===== src/rtl/pipeline_hazard_controller_if.sv =====
`default_nettype none
// +------------------------------------------------------------------+
// | pipeline_hazard_controller_if                                    |
// | ID/EX hazard inputs and PC / pipeline-register control outputs.  |
// | Revision: 1.0                                                    |
// +------------------------------------------------------------------+
interface pipeline_hazard_controller_if #(
  parameter int COUNT_WIDTH = 16
);
  logic [3:0]             op_type_ID;
  logic [4:0]             read_register_1_ID;
  logic [4:0]             read_register_2_ID;
  logic [3:0]             op_type_EX;
  logic                   reg_write_enable_EX;
  logic [4:0]             reg_write_address_EX;
  logic [31:0]            alu_result_EX;
  logic                   pc_write_enable;
  logic                   if_id_write_enable;
  logic                   if_id_flush;
  logic                   id_ex_flush;
  logic [1:0]             pc_sel;
  logic [COUNT_WIDTH-1:0] stall_cycle_count;
  logic [COUNT_WIDTH-1:0] flush_count;

  modport master (
    output op_type_ID, read_register_1_ID, read_register_2_ID,
           op_type_EX, reg_write_enable_EX, reg_write_address_EX, alu_result_EX,
    input  pc_write_enable, if_id_write_enable, if_id_flush, id_ex_flush,
           pc_sel, stall_cycle_count, flush_count
  );

  modport slave (
    input  op_type_ID, read_register_1_ID, read_register_2_ID,
           op_type_EX, reg_write_enable_EX, reg_write_address_EX, alu_result_EX,
    output pc_write_enable, if_id_write_enable, if_id_flush, id_ex_flush,
           pc_sel, stall_cycle_count, flush_count
  );
endinterface
`default_nettype wire


===== src/rtl/pipeline_hazard_controller.sv =====
`default_nettype none
// +------------------------------------------------------------------+
// | pipeline_hazard_controller                                       |
// | Load-use stall, BEQ/J flush, next-PC select, perf counters.      |
// | Revision: 1.0                                                    |
// +------------------------------------------------------------------+
module pipeline_hazard_controller #(
  parameter int LOAD_STALL_CYCLES = 1,
  parameter int COUNT_WIDTH       = 16
) (
  input  wire logic                    clk,
  input  wire logic                    rst,
  pipeline_hazard_controller_if.slave  bus
);

  localparam logic [3:0] c_op_add = 4'd1;
  localparam logic [3:0] c_op_sub = 4'd2;
  localparam logic [3:0] c_op_and = 4'd3;
  localparam logic [3:0] c_op_or  = 4'd4;
  localparam logic [3:0] c_op_slt = 4'd5;
  localparam logic [3:0] c_op_lw  = 4'd6;
  localparam logic [3:0] c_op_sw  = 4'd7;
  localparam logic [3:0] c_op_beq = 4'd8;
  localparam logic [3:0] c_op_j   = 4'd9;

  localparam logic [0:0] c_st_run   = 1'b0;
  localparam logic [0:0] c_st_stall = 1'b1;

  localparam logic [1:0] c_pc_plus4  = 2'b00;
  localparam logic [1:0] c_pc_branch = 2'b01;
  localparam logic [1:0] c_pc_jump   = 2'b10;

  localparam bit         c_multi_cycle  = (LOAD_STALL_CYCLES > 1);
  localparam logic [1:0] c_stall_reload = 2'(LOAD_STALL_CYCLES - 1);

  logic [0:0]             r_state;
  logic [1:0]             r_stall_left;
  logic [COUNT_WIDTH-1:0] r_stall_cnt;
  logic [COUNT_WIDTH-1:0] r_flush_cnt;

  logic [0:0] w_state_nxt;
  logic [1:0] w_left_nxt;
  logic       w_uses_rt;
  logic       w_id_active;
  logic       w_load_use;
  logic       w_branch_taken;
  logic       w_flush_event;
  logic       w_pc_we;
  logic       w_ifid_we;
  logic       w_ifid_flush;
  logic       w_idex_flush;
  logic [1:0] w_pc_sel;
  logic       w_unused;

  // Only bit0 of the ALU result carries the BEQ compare outcome.
  assign w_unused = ^bus.alu_result_EX[31:1];

  always_comb begin
    w_uses_rt = 1'b0;
    case (bus.op_type_ID)
      c_op_add, c_op_sub, c_op_and, c_op_or,
      c_op_slt, c_op_beq, c_op_sw: w_uses_rt = 1'b1;
      default:                     w_uses_rt = 1'b0;
    endcase
  end

  assign w_id_active    = (bus.op_type_ID != 4'd0) && (bus.op_type_ID != c_op_j);
  assign w_load_use     = w_id_active
                       && (bus.op_type_EX == c_op_lw)
                       && bus.reg_write_enable_EX
                       && (bus.reg_write_address_EX != 5'd0)
                       && ((bus.reg_write_address_EX == bus.read_register_1_ID)
                        || (w_uses_rt && (bus.reg_write_address_EX == bus.read_register_2_ID)));
  assign w_branch_taken = (bus.op_type_EX == c_op_beq) && bus.alu_result_EX[0];

  always_comb begin
    w_pc_we       = 1'b1;
    w_ifid_we     = 1'b1;
    w_ifid_flush  = 1'b0;
    w_idex_flush  = 1'b0;
    w_pc_sel      = c_pc_plus4;
    w_flush_event = 1'b0;
    if (rst) begin
      w_pc_we      = 1'b0;
      w_ifid_we    = 1'b0;
      w_ifid_flush = 1'b1;
      w_idex_flush = 1'b1;
    end else if (w_branch_taken) begin
      w_ifid_flush  = 1'b1;
      w_idex_flush  = 1'b1;
      w_pc_sel      = c_pc_branch;
      w_flush_event = 1'b1;
    end else if ((r_state == c_st_stall) || w_load_use) begin
      w_pc_we      = 1'b0;
      w_ifid_we    = 1'b0;
      w_idex_flush = 1'b1;
    end else if (bus.op_type_ID == c_op_j) begin
      w_ifid_flush  = 1'b1;
      w_pc_sel      = c_pc_jump;
      w_flush_event = 1'b1;
    end
  end

  // A taken branch kills any stall; the bubble-carrying LW already left EX.
  always_comb begin
    w_state_nxt = r_state;
    w_left_nxt  = r_stall_left;
    if (w_branch_taken) begin
      w_state_nxt = c_st_run;
      w_left_nxt  = 2'd0;
    end else if (r_state == c_st_stall) begin
      w_left_nxt = r_stall_left - 2'd1;
      if (r_stall_left == 2'd1) begin
        w_state_nxt = c_st_run;
      end
    end else if (w_load_use && c_multi_cycle) begin
      w_state_nxt = c_st_stall;
      w_left_nxt  = c_stall_reload;
    end
  end

  always_ff @(posedge clk or posedge rst) begin
    if (rst) begin
      r_state      <= c_st_run;
      r_stall_left <= 2'd0;
      r_stall_cnt  <= '0;
      r_flush_cnt  <= '0;
    end else begin
      r_state      <= w_state_nxt;
      r_stall_left <= w_left_nxt;
      if (!w_pc_we && (r_stall_cnt != '1)) begin
        r_stall_cnt <= r_stall_cnt + 1'b1;
      end
      if (w_flush_event && (r_flush_cnt != '1)) begin
        r_flush_cnt <= r_flush_cnt + 1'b1;
      end
    end
  end

  assign bus.pc_write_enable    = w_pc_we;
  assign bus.if_id_write_enable = w_ifid_we;
  assign bus.if_id_flush        = w_ifid_flush;
  assign bus.id_ex_flush        = w_idex_flush;
  assign bus.pc_sel             = w_pc_sel;
  assign bus.stall_cycle_count  = r_stall_cnt;
  assign bus.flush_count        = r_flush_cnt;

endmodule
`default_nettype wire

===== src/flat_wrapper.sv =====
// flat-port wrapper written by rule: the top's interface ports become plain ports
module pipeline_hazard_controller_flat 
#(
  parameter int LOAD_STALL_CYCLES = 1,
  parameter int COUNT_WIDTH       = 16
)
  (clk, rst, bus_op_type_ID, bus_read_register_1_ID, bus_read_register_2_ID, bus_op_type_EX, bus_reg_write_enable_EX, bus_reg_write_address_EX, bus_alu_result_EX, bus_pc_write_enable, bus_if_id_write_enable, bus_if_id_flush, bus_id_ex_flush, bus_pc_sel, bus_stall_cycle_count, bus_flush_count);
  pipeline_hazard_controller_if #(.COUNT_WIDTH(COUNT_WIDTH)) bus_i ();
  input  wire logic clk;
  input  wire logic rst;
  input wire logic [$bits(bus_i.op_type_ID)-1:0] bus_op_type_ID;
  input wire logic [$bits(bus_i.read_register_1_ID)-1:0] bus_read_register_1_ID;
  input wire logic [$bits(bus_i.read_register_2_ID)-1:0] bus_read_register_2_ID;
  input wire logic [$bits(bus_i.op_type_EX)-1:0] bus_op_type_EX;
  input wire logic [$bits(bus_i.reg_write_enable_EX)-1:0] bus_reg_write_enable_EX;
  input wire logic [$bits(bus_i.reg_write_address_EX)-1:0] bus_reg_write_address_EX;
  input wire logic [$bits(bus_i.alu_result_EX)-1:0] bus_alu_result_EX;
  output wire logic [$bits(bus_i.pc_write_enable)-1:0] bus_pc_write_enable;
  output wire logic [$bits(bus_i.if_id_write_enable)-1:0] bus_if_id_write_enable;
  output wire logic [$bits(bus_i.if_id_flush)-1:0] bus_if_id_flush;
  output wire logic [$bits(bus_i.id_ex_flush)-1:0] bus_id_ex_flush;
  output wire logic [$bits(bus_i.pc_sel)-1:0] bus_pc_sel;
  output wire logic [$bits(bus_i.stall_cycle_count)-1:0] bus_stall_cycle_count;
  output wire logic [$bits(bus_i.flush_count)-1:0] bus_flush_count;
  assign bus_i.op_type_ID = bus_op_type_ID;
  assign bus_i.read_register_1_ID = bus_read_register_1_ID;
  assign bus_i.read_register_2_ID = bus_read_register_2_ID;
  assign bus_i.op_type_EX = bus_op_type_EX;
  assign bus_i.reg_write_enable_EX = bus_reg_write_enable_EX;
  assign bus_i.reg_write_address_EX = bus_reg_write_address_EX;
  assign bus_i.alu_result_EX = bus_alu_result_EX;
  assign bus_pc_write_enable = bus_i.pc_write_enable;
  assign bus_if_id_write_enable = bus_i.if_id_write_enable;
  assign bus_if_id_flush = bus_i.if_id_flush;
  assign bus_id_ex_flush = bus_i.id_ex_flush;
  assign bus_pc_sel = bus_i.pc_sel;
  assign bus_stall_cycle_count = bus_i.stall_cycle_count;
  assign bus_flush_count = bus_i.flush_count;
  pipeline_hazard_controller #(.LOAD_STALL_CYCLES(LOAD_STALL_CYCLES), .COUNT_WIDTH(COUNT_WIDTH)) u_core (.clk(clk), .rst(rst), .bus(bus_i));
endmodule

===== config.mk =====
export PLATFORM = sky130hd
export DESIGN_NAME = pipeline_hazard_controller_flat
export DESIGN_NICKNAME = d
export VERILOG_FILES = /design/src/rtl/pipeline_hazard_controller_if.sv /design/src/rtl/pipeline_hazard_controller.sv /design/src/flat_wrapper.sv
export SDC_FILE = /design/constraint.sdc
export NUM_CORES = 1
export LEC_CHECK = 0
export ABC_CLOCK_PERIOD_IN_PS = 2300
export BUFFER_PORTS_ARGS = -buffer_cell sky130_fd_sc_hd__buf_4
export CAP_MARGIN = 20
export CORE_MARGIN = 2
export CORE_UTILIZATION = 42
export DETAILED_ROUTE_END_ITERATION = 6
export PLACE_DENSITY = 0.75
export SLEW_MARGIN = 20
export SYNTH_ARGS = -nofsm -noshare
export SYNTH_HDL_FRONTEND = slang
export SYNTH_SLANG_ARGS = --single-unit

===== constraint.sdc =====
create_clock -name clk -period 2.3 [get_ports clk]
set_clock_uncertainty 0.2 [all_clocks]
set_input_delay 0.345 -clock clk [delete_from_list [all_inputs] [get_ports clk]]
set_output_delay 0.345 -clock clk [all_outputs]
set_load 0.1 [all_outputs]

# After elaboration in Yosys (flattened, before gate mapping)
# Cells that the tools add are included.
# totals
output_inout_bits,38
romBits,0
ramBits,0
memories,0
inputBits,58
register_bits,35
word_cells,60
latchBits,0
# op_classes
n_eq_ne,16
magnitude_cmp,0
n_div,0
shift,0
reduce_logical,16
muxes,21
add_sub_neg,3
bitwise,0
multipliers,0
# ops
operator,count
adder 16 x 1 -> 16 bit (second input constant),2
!= test 16 bit (second input constant),2
== test 4 x 3 -> 1 bit (second input constant),4
2-to-1 mux 1 bit,15
== test 4 bit (second input constant),3
2-to-1 mux 2 bit,6
== test 5 bit,2
logical AND 1 bit,9
== test 4 x 2 -> 1 bit (second input constant),2
OR reduction 7 bit,1
nonzero test 5 bit,1
== test 4 x 1 -> 1 bit (second input constant),1
!= test 4 bit (second input constant),1
nonzero test 4 bit,1
== test 2 x 1 -> 1 bit (second input constant),1
logical OR 1 bit,2
nonzero test 2 bit,1
subtractor 2 x 1 -> 2 bit (second input constant),1
logical NOT 1 bit,1

# Logic depth before layout (Yosys ltp)
# Gate-level depths: netlist of the first run.
# depth
ltp_word,12
ltp_mapped,9
ltp_nobuf,8

# Worst setup path after synthesis of the first run
# Ideal clock, no wire load.
# synth_timing
kind,input port to output port
startpoint,input port bus_op_type_ID[1]
endpoint,output port bus_pc_sel[1]
setup_slack_ns,-3.050
path_buffers,0
t_required_ns,1.755
stages,6
arrival_time_ns,4.805
path_cell_list,or3_1 a21oi_1 nor4_2 o21ai_2 nand2_1 nor4_1
# synth_via
elab_chain_cells,10
word_cells_on_any_way,24
classes_between,9 x eq/ne; 5 x mux; 10 x reduce/logical
# synth_rtl
element,line_no,rtl
"start, declared",flat_wrapper.sv:11,input wire logic [$bits(bus_i.op_type_ID)-1:0] bus_op_type_ID;
"== test 4 x 1 -> 1 bit, or another cell as far along",pipeline_hazard_controller.sv:60,case (bus.op_type_ID)
OR reduction 7 bit or logical AND 1 bit (tied branches),"pipeline_hazard_controller.sv:60, pipeline_hazard_controller.sv:67",
2-to-1 mux 1 bit or logical AND 1 bit (tied branches),"pipeline_hazard_controller.sv:60, pipeline_hazard_controller.sv:69",
logical AND 1 bit (on tied branches),"pipeline_hazard_controller.sv:73, pipeline_hazard_controller.sv:70",
logical OR 1 bit or logical AND 1 bit (tied branches),"pipeline_hazard_controller.sv:73, pipeline_hazard_controller.sv:71",
logical AND 1 bit,pipeline_hazard_controller.sv:72,&& ((bus.reg_write_address_EX == bus.read_register_1_ID)
logical OR 1 bit,pipeline_hazard_controller.sv:93,end else if ((r_state == c_st_stall) || w_load_use) begin
2-to-1 mux 2 bit (*),pipeline_hazard_controller.sv:93,
2-to-1 mux 2 bit (*),pipeline_hazard_controller.sv:88,end else if (w_branch_taken) begin
2-to-1 mux 2 bit (*),pipeline_hazard_controller.sv:83,if (rst) begin
"end, declared",flat_wrapper.sv:22,output wire logic [$bits(bus_i.pc_sel)-1:0] bus_pc_sel;
# Every way passes the cells marked *; elsewhere a longest branch is shown, timed or not.

# Worst setup path in the final report of the first run
# layout_timing
startpoint,input port bus_op_type_ID[3]
endpoint,output port bus_pc_sel[1]
# Same word-level chain as after synthesis.

==> results, run 1 <==
- The repair_antennas step left the layout with diodes totalling 0.
- The die covers ~5100 µm².
- The first global-routing pass estimated 7500 µm of wire.
- The clock sink count is 35.
- The flow ran to the end, but the final reports show violations.
- The worst-case clock buffer depth is 2.
- Of the cells placed in the final design, the portion with a size suffix greater than 1 is 0.535.
- The transition at the pin with the smallest max-transition slack is approximately 0.43 ns.
- The overall power of the completed layout is between 2000 and 2500 µW.
- The cell area after synthesis is 1920 µm².
- The number of buffers created by CTS is 5.
- TritonCTS built the clock tree.
- The number of enable-type register cells in the synthesized netlist is 0.
- Counting the fill cells in the layout gives ~380.
- The root buffer cell chosen for the clock tree is sky130_fd_sc_hd__clkbuf_8.
- Data on the critical path is required at its endpoint by approximately 1.8 ns.
- After detailed routing, the number of vias per cell comes to roughly 5.
- In this run the count of I/O pins placed on the die edge is 96.
- The tightest slew margin relative to the limit is 0.710.
- Clock-pin slew was measured on the worst setup and hold paths at 0.07 ns.
- The overall routed net length is approximately 4400 µm.
- In the synthesized netlist the async set-or-reset flop fraction comes to 1.00.
- The critical path is of the in2out type.
- In this run the standard cell core region covers roughly 4400 µm².
- In this run, the number of DRC markers left after iteration 0 of detailed routing was 50.
- Entering global routing, the biggest net connects 32 pins.
- Max-cap violations in this run came to 0.
- The iteration count of the initial detailed-routing pass is 4.
- The die outline height is 71.5 µm.
- STA classifies the critical path endpoint as an output port.
- The floorplan step set the die width to 71.5 µm.
- The hold violation total from the final report is 0.
- STA classifies the critical path startpoint as an input port.
- The minimum clock period after layout is approximately 2.4 ns.
- The clock latency on the worst-skew pair is 0.28 ns.
- Of the synthesized area, sequential elements account for 0.457.
- In this run the worst path has a maximum fanout of 3.
- After synthesis, the netlist uses 38 different library cells.
- The fmax is approximately 420 MHz.
- The power per unit of standard cell area is about 850 nW/µm².
- The core occupancy in the finished layout is 0.666.
- For this run, the leading register cell type out of synthesis is sky130_fd_sc_hd__dfrtp_1.
- The net count after synthesis is ~240.
- The final reports fail on negative setup slack.
- Yosys printed 0 warnings.
- The count of buffers inserted at the top-level ports is 64.
- Summing over every cut layer, the via total after detailed routing is 1669.
- The peak supply drop is about 1 mV.
- In this run the mean area of a mapped cell was ~10 µm².
- The number of nets in the finished design is ~340.
- The average wire per standard cell is 13.5 µm.
- For this configuration, the core starts out at a cell density of 0.437.
- For the worst setup path, the data arrival time is ~1.8 ns.
- The global placement routability congestion is between 0.7 and 0.8.
- For this run, the total global-route usage over all layers was measured as 0.184.
- The cell row count is 24.
- Setup violations remaining at the end of the flow were counted as 2.
- The leakage power figure is between 0.001 and 0.0015 µW.
- The number of antenna violations at the first check in global routing was 0.
- Of the available clock period, the critical path in the final layout requires 1.04.
- In this run, synthesis produced a sequential element count of 35.
- The post-route DRC violation count is 0.
- The total congestion overflow is 0.
- The post-route antenna net violation count is 0.
- The number of global-route vias before repair came to roughly 1700.
- The number of slew-limit violations in the final report came to 0.
- The HPWL after detailed placement is 3190 µm.
- The signed area change from the synthesized netlist to the final layout is 52.5%.
- Setup repair after global routing could not meet its margin everywhere.
- The count of mapped cells out of synthesis is between 150 and 200.
- The H-tree depth is 2.
- In this run the worst hold path is classified as in2async.
- The least setup slack across all paths after layout is -0.0848 ns.
## report_power, final
group / internal [µW] / total, µW / switching, µW
clock network: 272 / 492 / 220
logic: 295 / 1140 / 848
registers: 727 / 848 / 121
## final timing paths
path | end | startpoint | depth (start not counted) | slack, ns
setup / recovery | bus_pc_sel[1] | bus_op_type_ID[3] | 8 | -0.08
hold / removal | u_core.bus.flush_count[8] | rst | 3 | 0.03
setup reg to reg | u_core.bus.stall_cycle_count[1] | u_core.bus.stall_cycle_count[7] | 7 | 0.12
hold reg to reg | u_core.bus.stall_cycle_count[9] | u_core.bus.stall_cycle_count[9] | 1 | 0.28
max in group asynchronous | u_core.bus.flush_count[15] | rst | 3 | 1.35
min in group clk | u_core.bus.stall_cycle_count[9] | u_core.bus.stall_cycle_count[9] | 1 | 0.28
## registers in the layout, indices dropped and copies added (netlist names)
signal and cells:
u_core.bus.flush_count 16, u_core.bus.stall_cycle_count 16, u_core.r_stall_left 2, u_core.r_state 1
## critical path, stage by stage
cell and delay [ns]:
sky130_fd_sc_hd__buf_6 0.09, sky130_fd_sc_hd__or3_4 0.38, sky130_fd_sc_hd__a21oi_2 0.14, sky130_fd_sc_hd__nor4_2 0.06, sky130_fd_sc_hd__o21ai_2 0.30, sky130_fd_sc_hd__nand2_4 0.09
sky130_fd_sc_hd__nor4_4 0.16, sky130_fd_sc_hd__buf_6 0.26
## area by class of cell
type / instances / area (µm²) / share of cell area
Clock buffer: 7 / 96.3 / 0.0330
Clock inverter: 1 / 7.51 / 0.00257
Inverter: 6 / 30.0 / 0.0103
Multi-Input combinational cell: 138 / 1080 / 0.368
Sequential cell: 35 / 916 / 0.313
Tap cell: 52 / 65.1 / 0.0223
Timing Repair Buffer: 88 / 731 / 0.250
## cells in the mapped netlist (2+ instances only)
master	number	area share
sky130_fd_sc_hd__xor2_1	9	0.041
sky130_fd_sc_hd__mux2_1	2	0.012
sky130_fd_sc_hd__and3_1	5	0.016
sky130_fd_sc_hd__o21ai_2	2	0.0091
sky130_fd_sc_hd__ha_1	3	0.020
sky130_fd_sc_hd__a21oi_1	4	0.010
sky130_fd_sc_hd__inv_1	6	0.012
sky130_fd_sc_hd__nand3_1	14	0.037
sky130_fd_sc_hd__nand2_1	14	0.027
sky130_fd_sc_hd__nand2b_1	2	0.0065
sky130_fd_sc_hd__buf_4	2	0.0078
sky130_fd_sc_hd__nor4_2	2	0.013
sky130_fd_sc_hd__and2_1	3	0.0098
sky130_fd_sc_hd__and4_1	4	0.018
sky130_fd_sc_hd__dfrtp_1	35	0.46
sky130_fd_sc_hd__nor2_1	10	0.020
sky130_fd_sc_hd__nor3b_1	2	0.0078
sky130_fd_sc_hd__nor3_1	6	0.016
sky130_fd_sc_hd__nand4_1	11	0.036
sky130_fd_sc_hd__xnor2_1	28	0.13
sky130_fd_sc_hd__or3_1	2	0.0065
## through the flow
stage / worst slack [ns] / hold WS, ns / std cells / area [µm²] / TNS, ns
after CTS: -0.0803 / 0.0310 / 325 / 2870 / -0.120
after floorplan: -0.842 / 0.104 / 183 / 2020 / -3.13
after global placement: -0.226 / 0.0751 / 315 / 2700 / -1.21
after detailed placement: -0.252 / 0.0787 / 315 / 2700 / -1.76
final: -0.0848 / 0.0257 / 327 / 2920 / -0.117
after global routing: -0.160 / 0.0622 / 327 / 2920 / -0.351
## metal layers
metal,global-route usage,wire length (µm)
met5,0,0
met4,0.0881,68
met3,0.0338,243
met2,0.282,2110
met1,0.253,1980
## kinds of logic (layout without fill, tap and decap cells)
| kind of cell | after synthesis | in the layout | synth area share |
|---|---|---|---|
| AND/OR/NAND/NOR | 80 | 80 | 0.238 |
| XOR/XNOR | 37 | 37 | 0.169 |
| flip-flops | 35 | 35 | 0.457 |
| AO/OA/AOI/OAI | 14 | 14 | 0.0647 |
| buffers and inverters | 10 | 102 | 0.0281 |
| multiplexers | 4 | 4 | 0.0229 |
| adder cells (fa/ha/maj) | 3 | 3 | 0.0196 |
## cells in the final DEF, fill, tap and decap left out, types with 3 or more instances in the layout
master                       count
sky130_fd_sc_hd__dfrtp_4         4
sky130_fd_sc_hd__and3_1          5
sky130_fd_sc_hd__clkbuf_8        7
sky130_fd_sc_hd__clkinvlp_4      3
sky130_fd_sc_hd__nor3_1          5
sky130_fd_sc_hd__nand3_1        10
sky130_fd_sc_hd__a21oi_1         3
sky130_fd_sc_hd__inv_1           4
sky130_fd_sc_hd__nor2_1         10
sky130_fd_sc_hd__buf_4          77
sky130_fd_sc_hd__buf_12          3
sky130_fd_sc_hd__dfrtp_1        11
sky130_fd_sc_hd__nand3_2         4
sky130_fd_sc_hd__nand2_2         3
sky130_fd_sc_hd__nand4_1        11
sky130_fd_sc_hd__and4_1          4
sky130_fd_sc_hd__dfrtp_2        20
sky130_fd_sc_hd__buf_6           6
sky130_fd_sc_hd__xnor2_1        27
sky130_fd_sc_hd__nand2_1        10
sky130_fd_sc_hd__ha_1            3
sky130_fd_sc_hd__xor2_1          9
## what timing repair did
item                                   CTS  global route
setup endpoints to repair                4             4
gates cloned                             0             0
resized for setup                       11             8
endpoints found under the hold margin    4             0
hold buffers                             1             0
pin swaps                                9             4
setup buffers                            1             2
No activity file was read; power rests on OpenSTA's default activity.
==> run 2, diff against run 1 <==
--- a/config.mk
+++ b/config.mk
@@ -8,10 +8,13 @@
 export ABC_CLOCK_PERIOD_IN_PS = 2300
 export BUFFER_PORTS_ARGS = -buffer_cell sky130_fd_sc_hd__buf_4
 export CAP_MARGIN = 20
+export CELL_PAD_IN_SITES_DETAIL_PLACEMENT = 0
+export CELL_PAD_IN_SITES_GLOBAL_PLACEMENT = 1
 export CORE_MARGIN = 2
-export CORE_UTILIZATION = 42
+export CORE_UTILIZATION = 33
 export DETAILED_ROUTE_END_ITERATION = 6
-export PLACE_DENSITY = 0.75
+export GPL_TIMING_DRIVEN = 0
+export PLACE_DENSITY = 0.8
 export SLEW_MARGIN = 20
 export SYNTH_ARGS = -nofsm -noshare
 export SYNTH_HDL_FRONTEND = slang
==> constraint.sdc (replaced) <==
create_clock -name clk -period 2.3 [get_ports clk]
set_clock_uncertainty 0.2 [all_clocks]
set_input_delay 0 -clock clk [delete_from_list [all_inputs] [get_ports clk]]
set_output_delay 0 -clock clk [all_outputs]
set_load 0.1 [all_outputs]
==> run 2 against run 1 <==
The flow now finishes without violations. Sequential cell count unchanged. Non-clock buffer count decreased by 11. Clock power increased by 16%. Die area increased by 26%. Sequential share of layout area increased by 1.5 points. Critical path depth unchanged. Global-route usage decreased by 5.1 points. Total power increased by 2.7%. Cell area decreased by 3.6%.
==> results, run 2 (synthesized netlist as in run 1, its figures left out) <==
- The run finished with clean final reports.
- Walking the worst path, the cells encountered are and3_1 > and2_1 > and3_1 > a21oi_2 > a21boi_4 > buf_6 > nand4_1 > xnor2_1.
- The clock-pin slew reported for the worst setup and hold paths after clock tree synthesis is 0.07 ns.
- The clock latency on the worst-skew pair is between 0.2 and 0.3 ns.
- The routed design could run at a clock period as short as 2.20 ns.
- In the global route stage, met3 resource usage came out at 0.0348.
- The element type at the critical path start is a flop.
- The number of antenna diodes in the final layout is 0.
- After detailed routing, the average wire length per cell comes to between 10 and 15 µm.
- The library cell contributing the largest single delay on the critical path is sky130_fd_sc_hd__dfrtp_4.
- Summing all non-filler instances in the final layout gives an area of ~2800 µm².
- Setup repair after global routing left no endpoint under its margin.
- Headroom to the max-slew limit came out at 0.741.
- The number of nets in the finished design is around 320.
- The number of global-route vias before repair is about 1500.
- Summed over all nets, the half-perimeter wirelength after detailed placement is roughly 3100 µm.
- The first detailed-routing pass ran for 4 iterations.
- The signed area change from the synthesized netlist to the final layout is 47.1%.
- The detail route stage leaves a number of antenna-violating nets equal to 0.
- The die outline height is between 80 and 90 µm.
- The first-iteration detailed-routing DRC count is 46.
- The number of buffers created by CTS is 5.
- The critical path endpoint category is a flop.
- For this configuration, the core starts out at a cell density of 0.346.
- The number of fillers in the final layout is 536.
- The floorplan has 27 rows.
- The data required time of the worst path is between 2 and 2.5 ns.
- The busiest layer in global routing is met2.
- Dividing total power by cell area gives a power density of between 900 and 1000 nW/µm².
- The share of total power dissipated in the clock network is 0.224.
- Among cell families on the critical path, the largest total delay comes from simple AND/OR/NAND/NOR gates.
- For this design the static power due to leakage is roughly 0.0012 µW.
- The hold violation total from the final report is 0.
- The overall routed net length is around 4200 µm.
- The total global-route track usage is 0.133.
- The TritonCTS clock tree is built.
- In this design, the critical path's most frequently occurring cell is sky130_fd_sc_hd__and3_1.
- Setup slack closes at 0.0975 ns.
- The share of total power dissipated in combinational logic is 0.436.
- After global routing the overflow that remains totals 0.
- Of the cells placed in the final design, the portion with a size suffix greater than 1 is 0.489.
- The die covers ~6400 µm².
- The count of cells in the finished layout, fillers not included, comes to 336.
- The H-tree was split into 2 levels.
- The tree is rooted in a sky130_fd_sc_hd__clkbuf_8.
- The fraction of the cycle the final worst path needs is 0.958.
- The post-route DRC violation count is 0.
- Across the run, the number of max-cap violations was 0.
- In this run the deepest clock path goes through 2 buffers.
- The peak supply drop is 1.28 mV.
- The number of antenna violations at the first check in global routing is 0.
- The met2 track utilization from global routing is 0.200.
- The analysis attributes to net switching a power of between 1000 and 1500 µW.
- The global placement routability congestion is roughly 0.72.
- The die width is around 80 µm.
- The number of slew-limit violations in the final report is 0.
- The detailed-route via count is 1613.
- The count of final setup violators is 0.
- The placement-stage cell area is approximately 2600 µm².
- Before CTS, the worst setup slack after placement is -0.179 ns.
- The first global-routing pass estimated around 6800 µm of wire.
- Counting tap cells, the placed design contains a total of between 300 and 400 instances.
- The endpoint arrival time on the critical path is 2.17 ns.
- The clock sink count is 35.
- Final hold analysis gives a worst-case slack of 0.155 ns.
- Counting both buffers and inverters, the worst setup path holds a total of 1.
- The most frequent standard cell in the layout excluding fill and tap cells is sky130_fd_sc_hd__buf_4.
- The number of top-level design ports is 96.
- The internal portion of the total power is 1370 µW.
- The type of the worst min-delay path is in2reg.
- The delay of the slowest cell on the worst path is ~0.51 ns.
- The fmax is roughly 450 MHz.
- The met1 capacity usage during global routing is 0.185.
- For the pin with the worst max-slew slack, the measured transition is 0.388 ns.
- The number of vias per cell after detailed routing is 4.80.
- The count of buffers inserted at the top-level ports is 64.
- The part of the power in registers is 0.340.
- In this run the worst path has a maximum fanout of 5.
- The area of the core is ~5500 µm².
- Of the total power, the share spent switching nets is 0.464.
- In the layout the commonest cells are sky130_fd_sc_hd__buf_4 (69), sky130_fd_sc_hd__xnor2_1 (28), sky130_fd_sc_hd__dfrtp_2 (18), sky130_fd_sc_hd__nand2_1 (13), sky130_fd_sc_hd__nand3_1 (13).
- The critical path is of the reg2reg type.
- Entering global routing, the biggest net connects 36 pins.
[run 2: path summary, 6_finish.rpt]
path,start,to,slack (ns),cells past startpoint
max,u_core.bus.stall_cycle_count[7],u_core.bus.stall_cycle_count[6],0.1,8
min in group asynchronous,rst,u_core.bus.flush_count[15],0.18,4
max reg2reg,u_core.bus.stall_cycle_count[7],u_core.bus.stall_cycle_count[6],0.1,8
max in group asynchronous,rst,u_core.bus.stall_cycle_count[1],1.52,4
min reg2reg,u_core.bus.stall_cycle_count[10],u_core.bus.stall_cycle_count[10],0.28,1
min,bus_op_type_EX[2],u_core.bus.flush_count[6],0.16,6
[run 2: final cells by class]
cell class / instances / area (µm²) / share of cell area
Tap cell: 72 / 90.1 / 0.0320
Multi-Input combinational cell: 138 / 1050 / 0.372
Inverter: 6 / 30.0 / 0.0107
Clock inverter: 2 / 35.0 / 0.0124
Timing Repair Buffer: 73 / 572 / 0.203
Buffer: 4 / 35.0 / 0.0124
Clock buffer: 6 / 82.6 / 0.0293
Sequential cell: 35 / 925 / 0.328
[run 2: layer usage]
| layer | up-vias | wire length, µm |
|---|---|---|
| met3 | 4 | 262 |
| met4 | 0 | 27 |
| met5 | - | 0 |
| li1 | 803 | - |
| met1 | 758 | 2050 |
| met2 | 48 | 1850 |
[run 2: worst min-delay path, stage by stage]
cell,delay (ns)
sky130_fd_sc_hd__buf_4,0.10
sky130_fd_sc_hd__nor4_4,0.06
sky130_fd_sc_hd__o21ai_2,0.23
sky130_fd_sc_hd__a21oi_4,0.06
sky130_fd_sc_hd__nand3_1,0.09
sky130_fd_sc_hd__xnor2_1,0.06
[run 2: repair_timing]
action	4_1_cts	5_1_grt
setup buffers	0	4
endpoints found under the hold margin	38	0
setup endpoints to repair	0	13
gates resized for setup	0	6
hold buffers	4	0
[run 2: power groups by stage]
stage,sequential [µW],clock (µW),combinational [µW]
global placement,878,0,1100
finish,867,572,1110
detailed placement,877,0,1100
global route,890,616,1160
floorplan,1490,0,227
CTS,868,593,1110
[run 2: per-stage QoR]
step | TNS (ns) | power (µW) | utilization
floorplan | -0.158 | 1710 | -
finish | 0 | 2550 | 0.509
CTS | 0 | 2570 | 0.497
global route | 0 | 2670 | 0.509
detailed placement | -1.57 | 1980 | 0.467
global placement | -1.41 | 1970 | 0.467
==> run 3, diff against run 2 <==
--- a/config.mk
+++ b/config.mk
@@ -5,7 +5,7 @@
 export SDC_FILE = /design/constraint.sdc
 export NUM_CORES = 1
 export LEC_CHECK = 0
-export ABC_CLOCK_PERIOD_IN_PS = 2300
+export ABC_CLOCK_PERIOD_IN_PS = 2100
 export BUFFER_PORTS_ARGS = -buffer_cell sky130_fd_sc_hd__buf_4
 export CAP_MARGIN = 20
 export CELL_PAD_IN_SITES_DETAIL_PLACEMENT = 0
@@ -15,6 +15,7 @@
 export DETAILED_ROUTE_END_ITERATION = 6
 export GPL_TIMING_DRIVEN = 0
 export PLACE_DENSITY = 0.8
+export REMOVE_ABC_BUFFERS = 1
 export SLEW_MARGIN = 20
 export SYNTH_ARGS = -nofsm -noshare
 export SYNTH_HDL_FRONTEND = slang
==> constraint.sdc (replaced) <==
create_clock -name clk -period 2.1 [get_ports clk]
set_clock_uncertainty 0.2 [all_clocks]
set_input_delay 0 -clock clk [delete_from_list [all_inputs] [get_ports clk]]
set_output_delay 0 -clock clk [all_outputs]
set_load 0.1 [all_outputs]
==> run 3 against run 2 <==
First-iteration DRC count shrank 6.5%. Critical endpoint is now u_core.bus.stall_cycle_count[1]. Largest power group unchanged. Die area unchanged. Utilization grew 0.54 points. Non-clock buffer count increased by 5. Sequential share of layout area shrank 1.9 points. Hold slack worse by 0.14 ns. Cell count up 1.5%. Critical path type unchanged.
==> results, run 3 (synthesized netlist as in run 1, its figures left out) <==
- For the pin with the worst max-slew slack, the measured transition is a little over 0.4 ns.
- The TritonCTS clock tree is built.
- The hold violation total from the final report is 0.
- The signed area change from the synthesized netlist to the final layout is 48.7%.
- For the final routed database, the setup TNS stands at 0 ns.
- At the worst endpoint, the arrival time is 2.05 ns.
- The routed layout has 1648 vias.
- The iteration count of the initial detailed-routing pass is 4.
- Clock-pin slew was measured on the worst setup and hold paths at ~0.07 ns.
- The critical path's most frequent cell is sky130_fd_sc_hd__and3_4.
- The count of final setup violators is 0.
- Based on the critical path, the design can be clocked at up to between 400 and 500 MHz.
- After detailed routing, the average wire length per cell comes to between 10 and 15 µm.
- The fraction of the cycle the final worst path needs is 0.993.
- The peak supply drop is 1.26 mV.
- The fraction of layout instances using a drive strength above 1 is 0.442.
- The region available for standard cell placement spans roughly 5500 µm².
- The die width is approximately 80 µm.
- The number of antenna violations at the first check in global routing came to 0.
- For the worst-skew pair, the clock arrives at the later sink with an insertion delay of about 0.28 ns.
- The clock passes through at most 2 buffers.
- Fill cells in the final layout number 527.
- Detailed placement ended at an HPWL of approximately 3100 µm.
- The clock sink count is 35.
- The count of antenna diodes in the layout is 0.
- The most frequent standard cell in the layout excluding fill and tap cells is sky130_fd_sc_hd__buf_4.
- The first global-routing pass estimated 6870 µm of wire.
- The overall routed net length is 4430 µm.
- Counting I/O delays and the setup requirement, the final critical path takes 2.08 ns.
- The type of the worst min-delay path is in2async.
- Of the total power, the share spent switching nets is 0.476.
- The flow ran to the end, and the final reports show no timing, DRC or antenna violations.
- The element type at the critical path start is a flop.
- Counting both buffers and inverters, the worst setup path holds a total of 1.
- Of the total power, the clock network draws 0.194.
- In the routed design, unresolved DRC markers number 0.
- Traced cell by cell, the critical path runs through and3_4 > and2_4 > and3_4 > a21oi_2 > a21boi_4 > buf_12 > mux2_4.
- The die outline height is ~80 µm.
- Headroom to the max-slew limit came out at 0.724.
- Entering global routing, the biggest net connects 25 pins.
- The analysis attributes to net switching a power of 1300 µW.
- Of the total power, combinational logic draws 0.472.
- The first-iteration detailed-routing DRC count is 43.
- Of the total power, registers draw 0.334.
- In the layout the commonest cells are sky130_fd_sc_hd__buf_4 (75), sky130_fd_sc_hd__dfrtp_1 (32), sky130_fd_sc_hd__xnor2_1 (27), sky130_fd_sc_hd__nand2_1 (14), sky130_fd_sc_hd__nand3_1 (13).
- The overall power of the completed layout is between 2000 and 3000 µW.
- In this run the static leakage power is ~0.0013 µW.
- The delay of the slowest cell on the worst path is 0.40 ns.
- Global routing finished with a remaining overflow of 0.
- The number of buffers created by CTS is 5.
- The H-tree depth is 2.
- Summing all multi-input logic gate instances after layout gives approximately 1100 µm².
- The cell at the root of the clock tree is sky130_fd_sc_hd__clkbuf_8.
- Power spread over the standard cell area amounts to roughly 960 nW/µm².
- The critical setup path kind is reg2reg.
- The number of vias per cell after detailed routing is 4.83.
- The largest individual stage delay along the critical path comes from the cell sky130_fd_sc_hd__dfrtp_1.
- Setup repair after global routing could not meet its margin everywhere.
- For this run, the post-layout net count is 329.
- The number of slew-limit violations in the final report was 0.
- The number of top-level design ports is 96.
- Max-cap violations in this run came to 0.
- The kind of cell with the highest combined delay on the critical path is simple AND/OR/NAND/NOR gates.
- For this run, the share of the core covered by cells in the final layout is 0.514.
- STA puts the critical path data required time at 2.07 ns.
- The placement-stage cell area is ~2500 µm².
- The count of buffers inserted at the top-level ports is 64.
- The global placement routability congestion is between 0.7 and 0.8.
- STA classifies the critical path endpoint as a flop.
- The die covers 6430 µm².
- The cell row count is 27.
- The number of global-route vias before repair was between 1500 and 2000.
- The highest fanout seen on the critical path is 6.
- The design internal power is 1430 µW.
- The total global-route track usage is 0.134.
- The area occupied by registers is around 900 µm².
- The finished cells cover 2850 µm².
- The post-route antenna net violation count is 0.
- For this configuration, the core starts out at a cell density of 0.346.
==> run 3: cell type report <==
| class | instances | share of cell area |
|---|---|---|
| well taps | 72 | 0.0316 |
| multi-input cells | 138 | 0.377 |
| flip-flops and latches | 35 | 0.309 |
| repair buffers | 82 | 0.238 |
| inverters | 6 | 0.00967 |
| clock buffers | 8 | 0.0351 |
==> run 3: worst paths after layout <==
| check | startpoint | end | slack (ns) | cells past startpoint |
|---|---|---|---|---|
| max in group asynchronous | rst | u_core.bus.flush_count[5] | 1.21 | 5 |
| setup / recovery | u_core.bus.stall_cycle_count[9] | u_core.bus.stall_cycle_count[1] | 0.02 | 7 |
| hold / removal | rst | u_core.bus.stall_cycle_count[15] | 0.01 | 3 |
| hold reg to reg | u_core.bus.stall_cycle_count[10] | u_core.bus.stall_cycle_count[10] | 0.29 | 1 |
| min in group clk | bus_op_type_EX[1] | u_core.bus.stall_cycle_count[15] | 0.15 | 7 |
| setup reg to reg | u_core.bus.stall_cycle_count[9] | u_core.bus.stall_cycle_count[1] | 0.02 | 7 |
==> run 3: what timing repair did <==
action / 4_1_cts / 5_1_grt
endpoints found under the hold margin: 38 / 0
buffers inserted: 5 / 7
hold buffers: 4 / 0
cloned: 0 / 1
pin swaps: 0 / 7
endpoints found under the setup margin: 17 / 23
resized for setup: 5 / 22
==> run 3: power by group through the flow <==
stage                     Sequential, µW  Combinational (µW)  Clock (µW)
after CTS                            906                1230         549
final                                911                1290         530
after global routing                 930                1350         575
after floorplan                     1590                 234           0
after detailed placement             922                1190           0
after global placement               920                1180           0
==> run 3: worst register-to-register path, cell delays in order, from the launching register on <==
cell and delay, ns:
sky130_fd_sc_hd__dfrtp_1 0.40, sky130_fd_sc_hd__and3_4 0.18, sky130_fd_sc_hd__and2_4 0.16, sky130_fd_sc_hd__and3_4 0.18
sky130_fd_sc_hd__a21oi_2 0.14, sky130_fd_sc_hd__a21boi_4 0.26, sky130_fd_sc_hd__buf_12 0.15, sky130_fd_sc_hd__mux2_4 0.29
==> run 3: per-stage QoR <==
step / setup WS [ns] / cells / hold slack (ns)
finish: 0.0154 / 341 / 0.0117
global route: -0.0665 / 341 / 0.0298
CTS: 0.00310 / 333 / 0.0620
detailed placement: -0.301 / 316 / -0.203
global placement: -0.697 / 315 / 0.0966
floorplan: -2.56 / 179 / -0.0382
==> run 3: routing by layer <==
layer / GRT usage / share of wire / vias up
met3: 0.0404 / 0.078 / 6
met5: 0 / 0 / -
met1: 0.165 / 0.46 / 774
met2: 0.227 / 0.45 / 51
met4: 0.0407 / 0.012 / 0
li1: - / - / 817
